### src/rtl/inst_dec_stage_if.sv
// Decode-stage handshake bundle: fetch-side input channel and decoded output channel.
// slave is the decode stage's view; master is the surrounding pipeline's view.
interface inst_dec_stage_if #(
    parameter int XLEN = 32,
    parameter int PC_W = 32
);
    logic            in_valid;
    logic            in_ready;
    logic [31:0]     in_inst;
    logic [PC_W-1:0] in_pc;

    logic            out_valid;
    logic            out_ready;
    logic [PC_W-1:0] out_pc;
    logic [6:0]      opcode;
    logic [4:0]      rd;
    logic [2:0]      funct3;
    logic [4:0]      rs1;
    logic [4:0]      rs2;
    logic [6:0]      funct7;
    logic [XLEN-1:0] imm;
    logic [2:0]      fmt;
    logic            rd_we;
    logic            rs1_used;
    logic            rs2_used;
    logic            illegal;

    modport slave (
        input  in_valid, in_inst, in_pc, out_ready,
        output in_ready, out_valid, out_pc, opcode, rd, funct3, rs1, rs2, funct7,
               imm, fmt, rd_we, rs1_used, rs2_used, illegal
    );

    modport master (
        output in_valid, in_inst, in_pc, out_ready,
        input  in_ready, out_valid, out_pc, opcode, rd, funct3, rs1, rs2, funct7,
               imm, fmt, rd_we, rs1_used, rs2_used, illegal
    );
endinterface

### src/rtl/inst_dec_stage.sv
// RV32/RV64 decode stage: 1-cycle registered decode, output reg + skid reg.
// Full throughput under backpressure; in_ready depends only on skid occupancy.
module inst_dec_stage #(
    parameter int XLEN = 32,
    parameter int PC_W = 32
) (
    input  logic             clk,
    input  logic             rst,
    input  logic             flush,
    inst_dec_stage_if.slave  bus
);
    typedef enum logic [2:0] {
        FMT_R = 3'd0, FMT_I = 3'd1, FMT_S = 3'd2,
        FMT_B = 3'd3, FMT_U = 3'd4, FMT_J = 3'd5
    } fmt_e;

    typedef struct packed {
        logic [PC_W-1:0] pc;
        logic [31:0]     inst;
        logic [XLEN-1:0] imm;
        fmt_e            fmt;
        logic            rd_we;
        logic            rs1_used;
        logic            rs2_used;
        logic            illegal;
    } dec_t;

    logic [31:0] w_inst;
    fmt_e        w_fmt;
    logic        w_illegal;
    logic [31:0] w_imm32;
    dec_t        w_dec;
    logic        w_in_fire;
    logic        w_out_load;

    dec_t r_out;
    dec_t r_skid;
    logic r_out_vld;
    logic r_skid_vld;

    assign w_inst = bus.in_inst;

    always_comb begin
        w_fmt     = FMT_R;
        w_illegal = 1'b0;
        w_imm32   = '0;
        case (w_inst[6:0])
            7'b0110011:                         w_fmt = FMT_R;
            7'b0010011, 7'b0000011, 7'b1100111,
            7'b0001111, 7'b1110011:             w_fmt = FMT_I;
            7'b0100011:                         w_fmt = FMT_S;
            7'b1100011:                         w_fmt = FMT_B;
            7'b0110111, 7'b0010111:             w_fmt = FMT_U;
            7'b1101111:                         w_fmt = FMT_J;
            default:                            w_illegal = 1'b1;
        endcase
        // Illegal encodings fall through as FMT_R, which carries a zero immediate.
        case (w_fmt)
            FMT_I:   w_imm32 = {{20{w_inst[31]}}, w_inst[31:20]};
            FMT_S:   w_imm32 = {{20{w_inst[31]}}, w_inst[31:25], w_inst[11:7]};
            FMT_B:   w_imm32 = {{19{w_inst[31]}}, w_inst[31], w_inst[7], w_inst[30:25],
                                w_inst[11:8], 1'b0};
            FMT_U:   w_imm32 = {w_inst[31:12], 12'b0};
            FMT_J:   w_imm32 = {{11{w_inst[31]}}, w_inst[31], w_inst[19:12], w_inst[20],
                                w_inst[30:21], 1'b0};
            default: w_imm32 = '0;
        endcase

        w_dec          = '0;
        w_dec.pc       = bus.in_pc;
        w_dec.inst     = w_inst;
        w_dec.imm      = XLEN'($signed(w_imm32));
        w_dec.fmt      = w_fmt;
        w_dec.illegal  = w_illegal;
        w_dec.rd_we    = !w_illegal && (|w_inst[11:7]) &&
                         (w_fmt inside {FMT_R, FMT_I, FMT_U, FMT_J});
        w_dec.rs1_used = !w_illegal && (w_fmt inside {FMT_R, FMT_I, FMT_S, FMT_B});
        w_dec.rs2_used = !w_illegal && (w_fmt inside {FMT_R, FMT_S, FMT_B});
    end

    assign w_in_fire  = bus.in_valid && !r_skid_vld;
    assign w_out_load = !r_out_vld || bus.out_ready;

    always_ff @(posedge clk) begin
        if (rst) begin
            r_out      <= '0;
            r_skid     <= '0;
            r_out_vld  <= 1'b0;
            r_skid_vld <= 1'b0;
        end else if (flush) begin
            r_out_vld  <= 1'b0;
            r_skid_vld <= 1'b0;
        end else if (w_out_load) begin
            // A full skid blocks the input, so draining it never races a new accept.
            if (r_skid_vld) begin
                r_out      <= r_skid;
                r_out_vld  <= 1'b1;
                r_skid_vld <= 1'b0;
            end else if (w_in_fire) begin
                r_out     <= w_dec;
                r_out_vld <= 1'b1;
            end else begin
                r_out_vld <= 1'b0;
            end
        end else if (w_in_fire) begin
            r_skid     <= w_dec;
            r_skid_vld <= 1'b1;
        end
    end

    assign bus.in_ready  = !r_skid_vld;
    assign bus.out_valid = r_out_vld;
    assign bus.out_pc    = r_out.pc;
    assign bus.opcode    = r_out.inst[6:0];
    assign bus.rd        = r_out.inst[11:7];
    assign bus.funct3    = r_out.inst[14:12];
    assign bus.rs1       = r_out.inst[19:15];
    assign bus.rs2       = r_out.inst[24:20];
    assign bus.funct7    = r_out.inst[31:25];
    assign bus.imm       = r_out.imm;
    assign bus.fmt       = r_out.fmt;
    assign bus.rd_we     = r_out.rd_we;
    assign bus.rs1_used  = r_out.rs1_used;
    assign bus.rs2_used  = r_out.rs2_used;
    assign bus.illegal   = r_out.illegal;
endmodule
### src/flat_wrapper.sv
// flat-port wrapper written by rule: the top's interface ports become plain ports
module inst_dec_stage_flat 
#(
    parameter int XLEN = 32,
    parameter int PC_W = 32
)
  (clk, rst, flush, bus_in_valid, bus_in_inst, bus_in_pc, bus_out_ready, bus_in_ready, bus_out_valid, bus_out_pc, bus_opcode, bus_rd, bus_funct3, bus_rs1, bus_rs2, bus_funct7, bus_imm, bus_fmt, bus_rd_we, bus_rs1_used, bus_rs2_used, bus_illegal);
  inst_dec_stage_if #(.XLEN(XLEN), .PC_W(PC_W)) bus_i ();
  input  logic clk;
  input  logic rst;
  input  logic flush;
  input wire logic [$bits(bus_i.in_valid)-1:0] bus_in_valid;
  input wire logic [$bits(bus_i.in_inst)-1:0] bus_in_inst;
  input wire logic [$bits(bus_i.in_pc)-1:0] bus_in_pc;
  input wire logic [$bits(bus_i.out_ready)-1:0] bus_out_ready;
  output wire logic [$bits(bus_i.in_ready)-1:0] bus_in_ready;
  output wire logic [$bits(bus_i.out_valid)-1:0] bus_out_valid;
  output wire logic [$bits(bus_i.out_pc)-1:0] bus_out_pc;
  output wire logic [$bits(bus_i.opcode)-1:0] bus_opcode;
  output wire logic [$bits(bus_i.rd)-1:0] bus_rd;
  output wire logic [$bits(bus_i.funct3)-1:0] bus_funct3;
  output wire logic [$bits(bus_i.rs1)-1:0] bus_rs1;
  output wire logic [$bits(bus_i.rs2)-1:0] bus_rs2;
  output wire logic [$bits(bus_i.funct7)-1:0] bus_funct7;
  output wire logic [$bits(bus_i.imm)-1:0] bus_imm;
  output wire logic [$bits(bus_i.fmt)-1:0] bus_fmt;
  output wire logic [$bits(bus_i.rd_we)-1:0] bus_rd_we;
  output wire logic [$bits(bus_i.rs1_used)-1:0] bus_rs1_used;
  output wire logic [$bits(bus_i.rs2_used)-1:0] bus_rs2_used;
  output wire logic [$bits(bus_i.illegal)-1:0] bus_illegal;
  assign bus_i.in_valid = bus_in_valid;
  assign bus_i.in_inst = bus_in_inst;
  assign bus_i.in_pc = bus_in_pc;
  assign bus_i.out_ready = bus_out_ready;
  assign bus_in_ready = bus_i.in_ready;
  assign bus_out_valid = bus_i.out_valid;
  assign bus_out_pc = bus_i.out_pc;
  assign bus_opcode = bus_i.opcode;
  assign bus_rd = bus_i.rd;
  assign bus_funct3 = bus_i.funct3;
  assign bus_rs1 = bus_i.rs1;
  assign bus_rs2 = bus_i.rs2;
  assign bus_funct7 = bus_i.funct7;
  assign bus_imm = bus_i.imm;
  assign bus_fmt = bus_i.fmt;
  assign bus_rd_we = bus_i.rd_we;
  assign bus_rs1_used = bus_i.rs1_used;
  assign bus_rs2_used = bus_i.rs2_used;
  assign bus_illegal = bus_i.illegal;
  inst_dec_stage #(.XLEN(XLEN), .PC_W(PC_W)) u_core (.clk(clk), .rst(rst), .flush(flush), .bus(bus_i));
endmodule
### config.mk
export PLATFORM = sky130hd
export DESIGN_NAME = inst_dec_stage_flat
export DESIGN_NICKNAME = d
export VERILOG_FILES = /design/src/rtl/inst_dec_stage_if.sv /design/src/rtl/inst_dec_stage.sv /design/src/flat_wrapper.sv
export SDC_FILE = /design/constraint.sdc
export NUM_CORES = 1
export LEC_CHECK = 0
export BUFFER_PORTS_ARGS = -buffer_cell sky130_fd_sc_hd__clkbuf_2
export CORE_MARGIN = 3
export CORE_UTILIZATION = 53
export CTS_BUF_LIST = sky130_fd_sc_hd__clkbuf_4
export DETAILED_ROUTE_END_ITERATION = 16
export PLACE_DENSITY = 0.8
export RECOVER_POWER = 100
export SETUP_SLACK_MARGIN = 0.5
export SYNTH_ARGS = -nofsm -noshare
export SYNTH_HDL_FRONTEND = slang
export SYNTH_SLANG_ARGS = --single-unit
export TNS_END_PERCENT = 10
### constraint.sdc
create_clock -name clk -period 3.09 [get_ports clk]
set_clock_uncertainty 0.15 [all_clocks]
set_input_delay 0.618 -clock clk [delete_from_list [all_inputs] [get_ports clk]]
set_output_delay 0.618 -clock clk [all_outputs]
set_load 0.005 [all_outputs]
---- Word-level counts from Yosys, hierarchy flattened ----
Index checks and enable logic that the tools add are counted.
Widths: inputs -> output; s select.
storage, ports and cells
  register bits after elaboration ......... 208
  input bits .............................. 69
  logic and storage cells ................. 64
  output and inout bits ................... 105
cells by class
  reductions and logical operators ........ 21
  eq/ne operators ......................... 16
  bitwise gates (word level) .............. 2
  muxes and demuxes ....................... 7
operator list
  cell                number
  $mux 103            2
  $pmux 32 s5         1
  $eq 7x7->1 const B  4
  $eq 7x6->1 const B  3
  $pmux 3 s5          1
  $eq 7x5->1 const B  2
  $reduce_or 11->1    1
  $reduce_or 5->1     2
  $reduce_bool 4->1   2
  $eq 7x2->1 const B  1
  $eq 7x4->1 const B  1
  $eq 3x2->1 const B  2
  $eq 3x3->1 const B  2
  $reduce_and 3->1    2
  $logic_and 1x1->1   5
  $reduce_or 2->1     2
  $eq 3x1->1 const B  1
  $logic_not 3->1     1
  $mux 1              3
  $reduce_bool 3->1   1
  $reduce_or 3->1     1
  $logic_not 1->1     2
  $not 1->1           2
  $reduce_bool 2->1   1
  $logic_or 1x1->1    1

---- Depth between registers and ports, before layout ----
Gate-level depths: netlist of the first run.
  depth after elaboration ................. 8
  depth in mapped cells ................... 8
  mapped depth without buffers ............ 5

---- Worst setup path before layout of the first run ----
OpenSTA, ideal clock, no wires.
  path kind ............................... input to register
  start point ............................. input bus_in_inst[5]
  end point ............................... register u_core.r_out (netlist bit u_core.bus.imm[20])
  library setup time ...................... 58 ps
  setup slack ............................. 1016 ps
  data arrival time ....................... 1866 ps
  cell stages on the path ................. 6
  path buffers ............................ 1
  data required time ...................... 2882 ps
  cells stage by stage .................... or3b_4 > a211o_1 > a41o_1 > buf_6 > a21oi_2 > a21o_1
on the way
  word-level cells in the longest chain between the ends .. 7
  elaborated cells between the ends (all ways) .. 21
  those cells by class .................... eq/ne: 15; mux: 4; reduce/logical: 2
RTL lines
  element                                                    RTL line               source
  from (decl)                                                flat_wrapper.sv:13     input wire logic [$bits(bus_i.in_inst)-1:0] bus_in_inst;
  $eq 7x5->1 (tied with other cells)                         inst_dec_stage.sv:47   case (w_inst[6:0])
  $reduce_or 5->1 / $reduce_or 2->1 (equally long branches)  n/a
  $pmux 3 s5 (*)                                             inst_dec_stage.sv:47
  $eq 3x3->1 (tied with other cells)                         inst_dec_stage.sv:58   case (w_fmt)
  $pmux 32 s5 (*)                                            inst_dec_stage.sv:58
  $mux 103 (*)                                               inst_dec_stage.sv:99   end else if (w_in_fire) begin
  $mux 103 (*)                                               inst_dec_stage.sv:95   if (r_skid_vld) begin
  to (signal assigned)                                       inst_dec_stage.sv:96   r_out <= r_skid;
  to (signal assigned)                                       inst_dec_stage.sv:100  r_out <= w_dec;
  to (decl)                                                  inst_dec_stage.sv:36   dec_t r_out;
Mark *: on every way between the ends. The rest lies on a longest branch, timed or not. The select of a mux whose other input is x is not followed.
A chain may end at the register's enable or synchronous reset.

---- Worst setup path after layout of the first run ----
  start point ............................. register u_core.r_skid_vld
  end point ............................... register u_core.r_skid[20] (netlist name)
on the way
  word-level cells in the longest chain between the ends .. 3
RTL lines
  element                            RTL line               source
  from (decl)                        inst_dec_stage.sv:39   logic r_skid_vld;
  from (signal assigned)             inst_dec_stage.sv:89   r_skid_vld <= 1'b0;
  from (signal assigned)             inst_dec_stage.sv:92   r_skid_vld <= 1'b0;
  from (signal assigned)             inst_dec_stage.sv:98   r_skid_vld <= 1'b0;
  $logic_not 1->1                    inst_dec_stage.sv:81   assign w_in_fire = bus.in_valid && !r_skid_vld;
  $logic_and 1x1->1                  inst_dec_stage.sv:81
  $reduce_and 3->1 (no source line)  n/a
  to (signal assigned)               inst_dec_stage.sv:106  r_skid <= w_dec;
  to (decl)                          inst_dec_stage.sv:37   dec_t r_skid;
No other way between the ends.

==> metrics, run 1 <==
min cycle time layout=around 2.6 ns; CTS Sinks=208; Yosys cell types=49; normalized max-slew margin=0.3532; initial cell density of the core=0.5434; Setup violations, final=0; commonest non-fill, non-tap cell in the layout=dfxtp_1; number of synthesized flops with an enable pin=0; Clock Path Buffers=3; pin count of the biggest net entering global routing=96; met2 WL=10,060 um; Die Ht=133.6 um; RSZ-0062 raised after global routing=false; Critical Path Max Stage Delay=0.69 ns; post-CTS setup buffer count=0; maximum clock rate=0.3824 GHz; P per Cell Area=between 500 and 600 mW/mm^2; # DRC=0; Clock transition at path regs=~0.060 ns; Clock Tree Root=clkbuf_4; Worst EP arrival=between 2 and 3 ns; uppermost routed layer=met4; Crit path required time=3.47 ns; Synth Net Count=1,083; crit-path cells=nor2_1, nand3_4, buf_4, nor2_1, a211oi_1; first-pass GRT wire length=35,420 um; PortBufs=173; Slowest cell on crit path=buf_4; ANT nets after route=0; post-synthesis sequential area ratio=0.4824; Core Rows=46; Buf/Inv on CP=1; post-synthesis average cell area=8.513 sq um; initial antenna violation count=1; status=finished clean; DP HPWL=14,120 um; Worst R2R Setup Slack=0.47 ns; die area=about 0.018 sq mm; IO Count=174; H-tree Lvls=2; CTS tree=built; Final period util=0.8464; PostCTS Resize Cnt=0; core area=around 0.016 sq mm; total track usage=0.2365; via count=7,922; post-cts hold buffer count=0; drt via density=5.536; final setup TNS=0 ns; met3 routed wirelength=approximately 1700 um; layout cells sized above 1=0.1911; Avg WL per Cell=15.41 um; Most Frequent Cell on Critical Path=nor2_1; die width=133.6 um; nets=1,247; vias in the first global route=7,307; Slew @ Worst Pin=0.9702 ns; commonest cells after routing, fill and taps aside=dfxtp_1 (208), nand2_1 (189), clkbuf_2 (117), nor2_1 (109); total grt overflow=0; initial drt markers=394; asr flop ratio synth=0; worst-skew pair later-pin latency=0.63 ns; hold violation total from the final report=0; worst-path maximum fanout=83; critical path startpoint category=register; Post-Synthesis Cell Area=0.008632 sq mm; Area growth, synth to finish=17.57%; DRT met1 WL=around 9900 um; Crit Path Class=reg -> reg; DRT Pass-1 Iters=7; Max Slew Vio Count=0; Syn Inst Count=1,014; Most used DFF post-synth=dfxtp_1; CP Capture Type=register; CTS buffer count=52; worst setup margin=approximately 0.47 ns; Total Wirelength=22,050 um; Max-cap violations=0; crit-path leading delay family=buffers and inverters; peak supply drop=0.0003743 V; FF+latch count, synth=208; Yosys warning count=0; gp weighted congestion=0.9375; post-place setup slack=0.2324 ns; P_leak=3.741 nW; hold crit path type=in -> reg
-- flip-flops by register name (all words and copies together), names as in the netlist --
signal,count
u_core.bus.out_valid,1
u_core.bus.imm,32
u_core.bus.funct7,7
u_core.bus.fmt,3
u_core.bus.rd,5
u_core.bus.illegal,1
u_core.r_skid_vld,1
u_core.bus.rs2_used,1
u_core.bus.out_pc,32
u_core.bus.funct3,3
u_core.bus.rs1,5
u_core.bus.rs2,5
u_core.bus.rs1_used,1
u_core.bus.rd_we,1
u_core.r_skid,103
u_core.bus.opcode,7
-- cells by family (layout without fill, tap and decap cells) --
family	Yosys count	after routing	synth area share
AOI/OAI and AO/OA	289	289	0.2163
DFF	208	208	0.4824
adders and majority gates	1	1	0.001304
xor gates and xnor gates	1	1	0.001015
other	0	1	0
muxes	69	69	0.08001
buffers and inverters	89	289	0.04319
and+or+nand+nor	357	357	0.1758
-- worst min-delay path, delay by kind of cell --
kind	cells	cell delay, ns
compound gates	1	0.05
buf+inv	1	0.09
simple gates	1	0.05
-- metal layers --
| layer | track usage | up-vias |
|---|---|---|
| met5 | 0 | - |
| met4 | 0.08743 | 0 |
| met3 | 0.05665 | 37 |
| met2 | 0.3787 | 324 |
| met1 | 0.3128 | 3641 |
| li1 | - | 3920 |
-- cells in the mapped netlist (5+ instances only) --
cell         n  share of area
a211oi_1    98          0.085
a21o_1      11         0.0096
a21oi_1     98          0.057
a21oi_2     10          0.010
and3_1      15          0.011
buf_1        5         0.0022
buf_2       25          0.014
clkbuf_1    52          0.023
dfxtp_1    208           0.48
inv_1        6         0.0026
mux2i_1     69          0.080
nand2_1    189          0.082
nand3_1     12         0.0070
nor2_1     107          0.047
o21ai_0     38          0.022
o22ai_1      8         0.0058
o2bb2ai_1    7         0.0071
-- layout make-up --
| type | instances | area (sq um) |
|---|---|---|
| Fill cell | 1423 | 5737 |
| Inverter | 6 | 22.52 |
| Clock buffer | 75 | 563.0 |
| Tap cell | 216 | 270.3 |
| Sequential cell | 208 | 4164 |
| Multi-Input combinational cell | 717 | 4098 |
| Antenna cell | 1 | 2.502 |
| Clock inverter | 15 | 57.56 |
| Timing Repair Buffer | 193 | 970.9 |
-- stage by stage --
| step | hold WS (ns) | utilization | area, sq um | power (W) | instances |
|---|---|---|---|---|---|
| finish | 0.06890 | 0.6389 | 10150 | 0.005449 | 1431 |
| global route | 0.02959 | 0.6389 | 10150 | 0.005686 | 1431 |
| CTS | 0.01554 | 0.6451 | 10250 | 0.005520 | 1430 |
| detailed placement | 0.2877 | 0.6060 | 9627 | 0.003341 | 1340 |
| global placement | 0.2757 | 0.6060 | 9627 | 0.003330 | 1340 |
| floorplan | 0.2673 | - | 8632 | 0.003127 | 1014 |
-- where the power goes --
group          leakage, nW  switching (W)  internal, W
registers             1.69      0.0000412      0.00276
logic                 1.67       0.000291     0.000178
clock network        0.376        0.00107      0.00111
total                 3.74        0.00140      0.00405
-- final timing paths --
| kind | startpoint | end | cells after the start |
|---|---|---|---|
| hold / removal | bus_in_pc[7] | u_core.r_skid[78] | 3 |
| setup / recovery | u_core.r_skid_vld | u_core.r_skid[20] | 5 |
| setup reg to reg | u_core.r_skid_vld | u_core.r_skid[20] | 5 |
| hold reg to reg | u_core.r_skid[14] | u_core.r_skid[14] | 2 |
Note: power is estimated with default switching activity, not from simulation.
==> inputs of run 2 (changes only) <==
- ABC_AREA: unset -> 1
- clock period: 3.09 -> 2.6 ns (I/O delays scaled with it)
==> metrics, run 2 <==
Most Frequent Cell on Critical Path=nor2_1; die area=0.01826 sq mm (+2.3%); Slew @ Worst Pin=1.421 ns (+0.4512 ns); Post-Synthesis Cell Area=0.008840 sq mm (+2.4%); vias in the first global route=8,389 (+15%); CTS buffer count=53 (+1.9%); initial antenna violation count=1 (unchanged); post-synthesis sequential area ratio=0.4711 (-0.01133); post-synth top area share=0.4711 (-0.01133); maximum clock rate=0.4595 GHz (+20%); Overall Power=0.006553 W (+20%); CTS Sinks=208 (unchanged); Die Ht=135.1 um (+1.1%); nets=1,501 (+20%); first-pass GRT wire length=39,480 um (+11%); dpl cells=1,529 (+14%); post-synthesis average cell area=7.240 sq um (-15%); filler instances=1,413 (-0.70%); synth top area cells=dfxtp_1 (47%), o21ai_0 (9.3%), nand2_1 (9.1%); number of synthesized flops with an enable pin=0 (unchanged); top-count cell post-synth=nand2_1; commonest non-fill, non-tap cell in the layout=nand2_1; peak supply drop=0.0003416 V (-8.7%); Critical Path Max Stage Delay=0.59 ns (-0.10 ns); Worst R2R Setup Slack=0.42 ns (-0.05 ns); Setup violations, final=0 (unchanged); Flop pwr share=0.511 (-0.003); normalized max-slew margin=0.05138 (-0.3018); CTS tree=built; P per Cell Area=596.8 mW/mm^2 (+11%); final setup TNS=0 ns (unchanged); critical path startpoint category=register; ANT nets after route=0 (unchanged); DP HPWL=14,470 um (+2.4%); worst-path maximum fanout=71 (-14%); hold crit path type=in -> reg; Crit path required time=3.02 ns (-0.45 ns); Most used DFF post-synth=dfxtp_1; Net Sw Frac=0.2503 (-0.006737); drt via density=5.447 (-1.6%); Syn Inst Count=1,221 (+20%); P_sw=0.001640 W (+17%); max reg flops=103 (unchanged); layout cells sized above 1=0.1645 (-0.02661); number of cells on the critical path=7 (+2); RR Startpoint=u_core.r_skid_vld; PortBufs=173 (unchanged); asr flop ratio synth=0 (unchanged); core area=0.01612 sq mm (+1.4%); H-tree Lvls=2 (unchanged); Area growth, synth to finish=24.20%; Worst EP arrival=2.60 ns (-0.39 ns); Worst Setup SP=u_core.r_skid_vld; Comb pwr share=0.093 (+0.007); crit-path leading delay family=simple AND/OR/NAND/NOR gates; Buf/Inv on CP=1 (unchanged); Clock Path Buffers=3 (unchanged); Yosys warning count=0 (unchanged); DRT Pass-1 Iters=5 (-2); Worst Reg-to-Reg Cells=7 (+2); total grt overflow=0 (unchanged); Clock transition at path regs=0.06 ns (about the same); total track usage=0.2581 (+0.02154); # DRC=0 (unchanged); post-CTS setup buffer count=0 (unchanged); via count=9,130 (+15%); Slowest cell on crit path=dfxtp_1; Avg WL per Cell=14.79 um (-4.0%); final cell count without fillers=1,676 (+17%); crit-path cells=nor2_1, nor2_1, nand2_2, clkbuf_4, nor2_1, nand2_1, a21oi_1; Critical path destination=u_core.bus.imm[22]; Biggest register=u_core.r_skid; RSZ-0062 raised after global routing=true; initial drt markers=810 (+110%); Final period util=0.8370 (-0.009391); Max Slew Vio Count=0 (unchanged); Internal Dissipation=0.004913 W (+21%); Synth Net Count=1,290 (+19%); FF+latch count, synth=208 (unchanged); Yosys cell types=24 (-51%); Core Rows=46 (unchanged); P_leak=5.093 nW (+36%); commonest cells after routing, fill and taps aside=nand2_1 (215), dfxtp_1 (208), o21ai_0 (165), nor2_1 (163), clkbuf_2 (118); area leader, netlist=dfxtp_1; Hold Path Origin=bus_in_valid; post-place setup slack=0.3092 ns (+0.07673 ns); Commonest cells post-synth=nand2_1 (215), dfxtp_1 (208), o21ai_0 (164); clock share of power=0.396 (-0.004); worst-skew pair later-pin latency=0.65 ns (+0.02 ns); Max-cap violations=0 (unchanged); min cycle time layout=2.176 ns (-0.4392 ns); hold violation total from the final report=0 (unchanged); reg-to-reg endpoint=u_core.bus.imm[22]; pin count of the biggest net entering global routing=117 (+22%); die width=135.1 um (+1.1%); IO Count=174 (unchanged); CP Capture Type=register; Total Wirelength=24,790 um (+12%); Clock Tree Root=clkbuf_4; status=finished clean; gp weighted congestion=0.8770 (-6.5%); initial cell density of the core=0.5485 (+0.005125); Crit Path Class=reg -> reg; worst setup margin=0.4238 ns (-0.05084 ns)
-- run 2: cell count changes in the layout (fill, tap and decap cells not counted), sizes merged, moves of 22 or more --
cell,before,now
nor2,110,165
o21ai,40,166
dlygate4sd3,0,63
nand3,12,67
mux2i,69,0
nand2,189,221
a211oi,98,0
a31oi,2,71
inv,8,69
o211ai,3,25
-- run 2: repair_timing --
| action | in CTS | in global routing |
|---|---|---|
| setup endpoints to repair | 0 | 4 |
| resized for setup | 0 | 1 |
| hold endpoints to repair | 110 | 0 |
| hold buffers | 63 | 0 |
-- run 2: metal layers --
layer | wire [um] | GRT usage
met3 | 1812 | 0.06092
met2 | 11450 | 0.4154
met4 | 759 | 0.1013
met5 | 0 | 0
met1 | 10760 | 0.3372
-- run 2: worst reg2reg max path, delay by kind of cell (launching register included) --
family                 cells  cell delay (ns)
AND/OR/NAND/NOR            5             0.78
flip-flops                 1             0.59
buffers and inverters      1             0.47
AO/OA/AOI/OAI              1             0.13
-- run 2: metrics by stage --
step	hold WS (ns)	utilization	cell area [sq um]
final	0.03555	0.6813	10980
after global routing	0.02457	0.6813	10980
after CTS	0.004463	0.6851	11040
after detailed placement	0.3077	0.6085	9806
after global placement	0.3023	0.6085	9806
after floorplan	0.2975	-	8840
-- run 2: how the worst min path moves through the flow --
stage                                  to  slack (ns)  cells after the start
floorplan            u_core.bus.funct3[0]        0.30                      2
global placement    u_core.bus.out_pc[27]        0.30                      2
detailed placement  u_core.bus.out_pc[31]        0.31                      2
CTS                  u_core.bus.out_valid       0.004                      3
global route            u_core.r_skid_vld        0.02                      3
finish               u_core.bus.out_valid        0.04                      3
-- run 2: cells by family after synthesis --
kind of cell	count (synthesis)	synth area share
buffers and inverters	173	0.08096
and+or+nand+nor	461	0.2116
DFF	208	0.4711
AOI/OAI and AO/OA	379	0.2364
-- run 2: power by group through the flow --
stage | Sequential, W | Combinational [W] | Clock, W
3_3_place_gp | 0.00341 | 0.000528 | 0
2_1_floorplan | 0.00341 | 0.000291 | 0
4_1_cts | 0.00335 | 0.000613 | 0.00266
6_report | 0.00335 | 0.000608 | 0.00260
5_1_grt | 0.00336 | 0.000681 | 0.00281
3_5_place_dp | 0.00342 | 0.000536 | 0
-- run 2: area by class of cell --
class | count | area (sq um) | share of cell area
antenna | 1 | 2.502 | 0.0002279
clock buffer | 79 | 593.1 | 0.05402
clock inverter | 3 | 11.26 | 0.001026
inverter | 72 | 274.0 | 0.02496
multi-input combinational | 840 | 3965 | 0.3611
sequential | 208 | 4164 | 0.3793
tap | 216 | 270.3 | 0.02462
timing repair buffer | 257 | 1699 | 0.1548
==> inputs of run 3 (changes only) <==
- clock period: 2.6 -> 2.2 ns (I/O delays scaled with it)
==> metrics, run 3 (synthesis results as in run 2) <==
normalized max-slew margin=0.5354 (+0.4840); initial antenna violation count=1 (unchanged); worst-skew pair later-pin latency=0.65 ns (about the same); pin count of the biggest net entering global routing=81 (-31%); final setup TNS=0 ns (unchanged); placed cell area=0.009881 sq mm (+0.77%); initial drt markers=979 (+21%); Max-cap violations=0 (unchanged); RR Startpoint=u_core.r_skid_vld; hold violation total from the final report=0 (unchanged); P_sw=0.002031 W (+24%); hold crit path type=in -> reg; critical path startpoint category=register; crit-path leading delay family=buffers and inverters; DRT Pass-1 Iters=5 (unchanged); CTS tree=built; reg-to-reg endpoint=u_core.bus.out_pc[17]; number of cells on the critical path=5 (-2); via count=9,693 (+6.2%); Worst EP arrival=2.37 ns (-0.23 ns); drt via density=5.652 (+3.8%); Avg WL per Cell=16.47 um (+11%); Net Sw Frac=0.2609 (+0.01057); ANT nets after route=0 (unchanged); RSZ-0062 raised after global routing=true; CTS buffer count=53 (unchanged); maximum clock rate=0.5102 GHz (+11%); Buf/Inv on CP=3 (+2); vias in the first global route=8,748 (+4.3%); Clock transition at path regs=0.07 ns (about the same); Clock Tree Root=clkbuf_4; Crit Path Class=reg -> reg; Flop pwr share=0.508 (-0.003); area of the multi-input gates=0.003998 sq mm (+0.82%); Die Ht=135.1 um (unchanged); gp weighted congestion=0.8756 (-0.16%); nets=1,539 (+2.5%); Worst Reg-to-Reg Cells=5 (-2); Clock Path Buffers=3 (unchanged); max reg flops=103 (unchanged); post-route cell area=0.01149 sq mm (+4.6%); PortBufs=173 (unchanged); clock share of power=0.388 (-0.008); Total Wirelength=28,250 um (+14%); H-tree Lvls=2 (unchanged); worst-path maximum fanout=32 (-55%); Core Rows=46 (unchanged); CP Capture Type=register; min cycle time layout=1.960 ns (-0.2164 ns); Area growth, synth to finish=29.96%; die area=0.01826 sq mm (unchanged); # DRC=0 (unchanged); peak supply drop=0.0003780 V (+11%); Max Slew Vio Count=0 (unchanged); Worst R2R Setup Slack=0.24 ns (-0.18 ns); CTS Sinks=208 (unchanged); Slew @ Worst Pin=0.6969 ns (-0.7245 ns); Critical Path Max Stage Delay=0.61 ns (+0.02 ns); DP HPWL=14,860 um (+2.7%); Final period util=0.8909 (+0.05384); layout cells sized above 1=0.1809 (+0.01641); total track usage=0.2788 (+0.02072); Setup violations, final=0 (unchanged); P per Cell Area=677.8 mW/mm^2 (+14%); initial cell density of the core=0.5485 (unchanged); Comb pwr share=0.104 (+0.011); total grt overflow=0 (unchanged); Crit path required time=2.61 ns (-0.41 ns); Internal Dissipation=0.005756 W (+17%); commonest non-fill, non-tap cell in the layout=nand2_1; core area=0.01612 sq mm (unchanged); Critical path destination=u_core.bus.out_pc[17]; Slowest cell on crit path=clkbuf_2; commonest cells after routing, fill and taps aside=nand2_1 (215), dfxtp_1 (207), nor2_1 (161), o21ai_0 (152), clkbuf_2 (115); crit-path cells=inv_8, buf_4, clkbuf_2, nand2_1, a31oi_1; Worst Setup SP=u_core.r_skid_vld; Reg area=0.004168 sq mm (about the same); P_leak=5.325 nW (+4.6%); die width=135.1 um (unchanged); IO Count=174 (unchanged); first-pass GRT wire length=42,290 um (+7.1%); filler instances=1,314 (-7.0%); status=finished clean; Biggest register=u_core.r_skid
[run 3: cell count changes in the layout (fill, tap and decap cells not counted), sizes merged]
cell         previous run  this run
buf                    17        42
dlygate4sd3            63        73
clkinv                  5        13
clkbuf                256       252
clkinvlp                1         0
inv                    69        70
[run 3: area by class of cell]
cell class / count / share of cell area
inverter: 72 / 0.02505
multi-input combinational: 840 / 0.3480
timing repair inverter: 1 / 0.0005445
antenna: 1 / 0.0002178
timing repair buffer: 294 / 0.1885
clock buffer: 73 / 0.04770
clock inverter: 10 / 0.003703
sequential: 208 / 0.3628
tap: 216 / 0.02352
[run 3: worst min-delay path, cell delays in order]
cell      delay (ns)
clkbuf_2        0.16
nand3_2         0.13
a21oi_1         0.07
[run 3: how the worst min path moves through the flow]
stage / startpoint / endpoint / slack (ns) / cells after the start
floorplan: u_core.r_skid[51] / u_core.bus.funct3[0] / 0.30 / 2
global placement: u_core.r_skid[41] / u_core.bus.opcode[2] / 0.30 / 2
detailed placement: u_core.bus.imm[14] / u_core.bus.imm[14] / 0.31 / 2
CTS: bus_in_inst[5] / u_core.r_skid[5] / 0.02 / 3
global route: bus_in_inst[5] / u_core.r_skid[5] / 0.04 / 3
finish: bus_in_inst[5] / u_core.r_skid[5] / 0.08 / 3
[run 3: power groups by stage]
stage / clock network, W / logic [W] / registers, W
floorplan: 0 / 0.000346 / 0.00404
global placement: 0 / 0.000628 / 0.00403
detailed placement: 0 / 0.000640 / 0.00404
CTS: 0.00308 / 0.000752 / 0.00395
global route: 0.00327 / 0.000887 / 0.00397
finish: 0.00302 / 0.000813 / 0.00396
[run 3: stage by stage]
step	std cells	util	hold WS (ns)	worst slack, ns	power, W
floorplan	1221	-	0.2975	0.4788	0.004382
global placement	1537	0.6131	0.3037	0.2201	0.004662
detailed placement	1537	0.6131	0.3071	0.1392	0.004676
CTS	1705	0.7068	0.02433	0.3721	0.007784
global route	1715	0.7129	0.04304	0.1804	0.008121
finish	1715	0.7129	0.07553	0.2401	0.007787
[run 3: repair_timing]
action,4_1_cts,5_1_grt
setup endpoints to repair,181,310
endpoints found under the hold margin,130,0
pin swaps,1,1
setup buffers,8,4
hold buffers,73,0
gates resized for setup,14,39
gates cloned,4,5
[run 3: metal layers]
layer  track usage  up-vias  share of wire
met5             0        -              0
met4        0.1148        0          0.036
met3       0.05832       91          0.096
met2        0.4541      515           0.47
met1        0.3623     4484           0.40
li1              -     4603              -
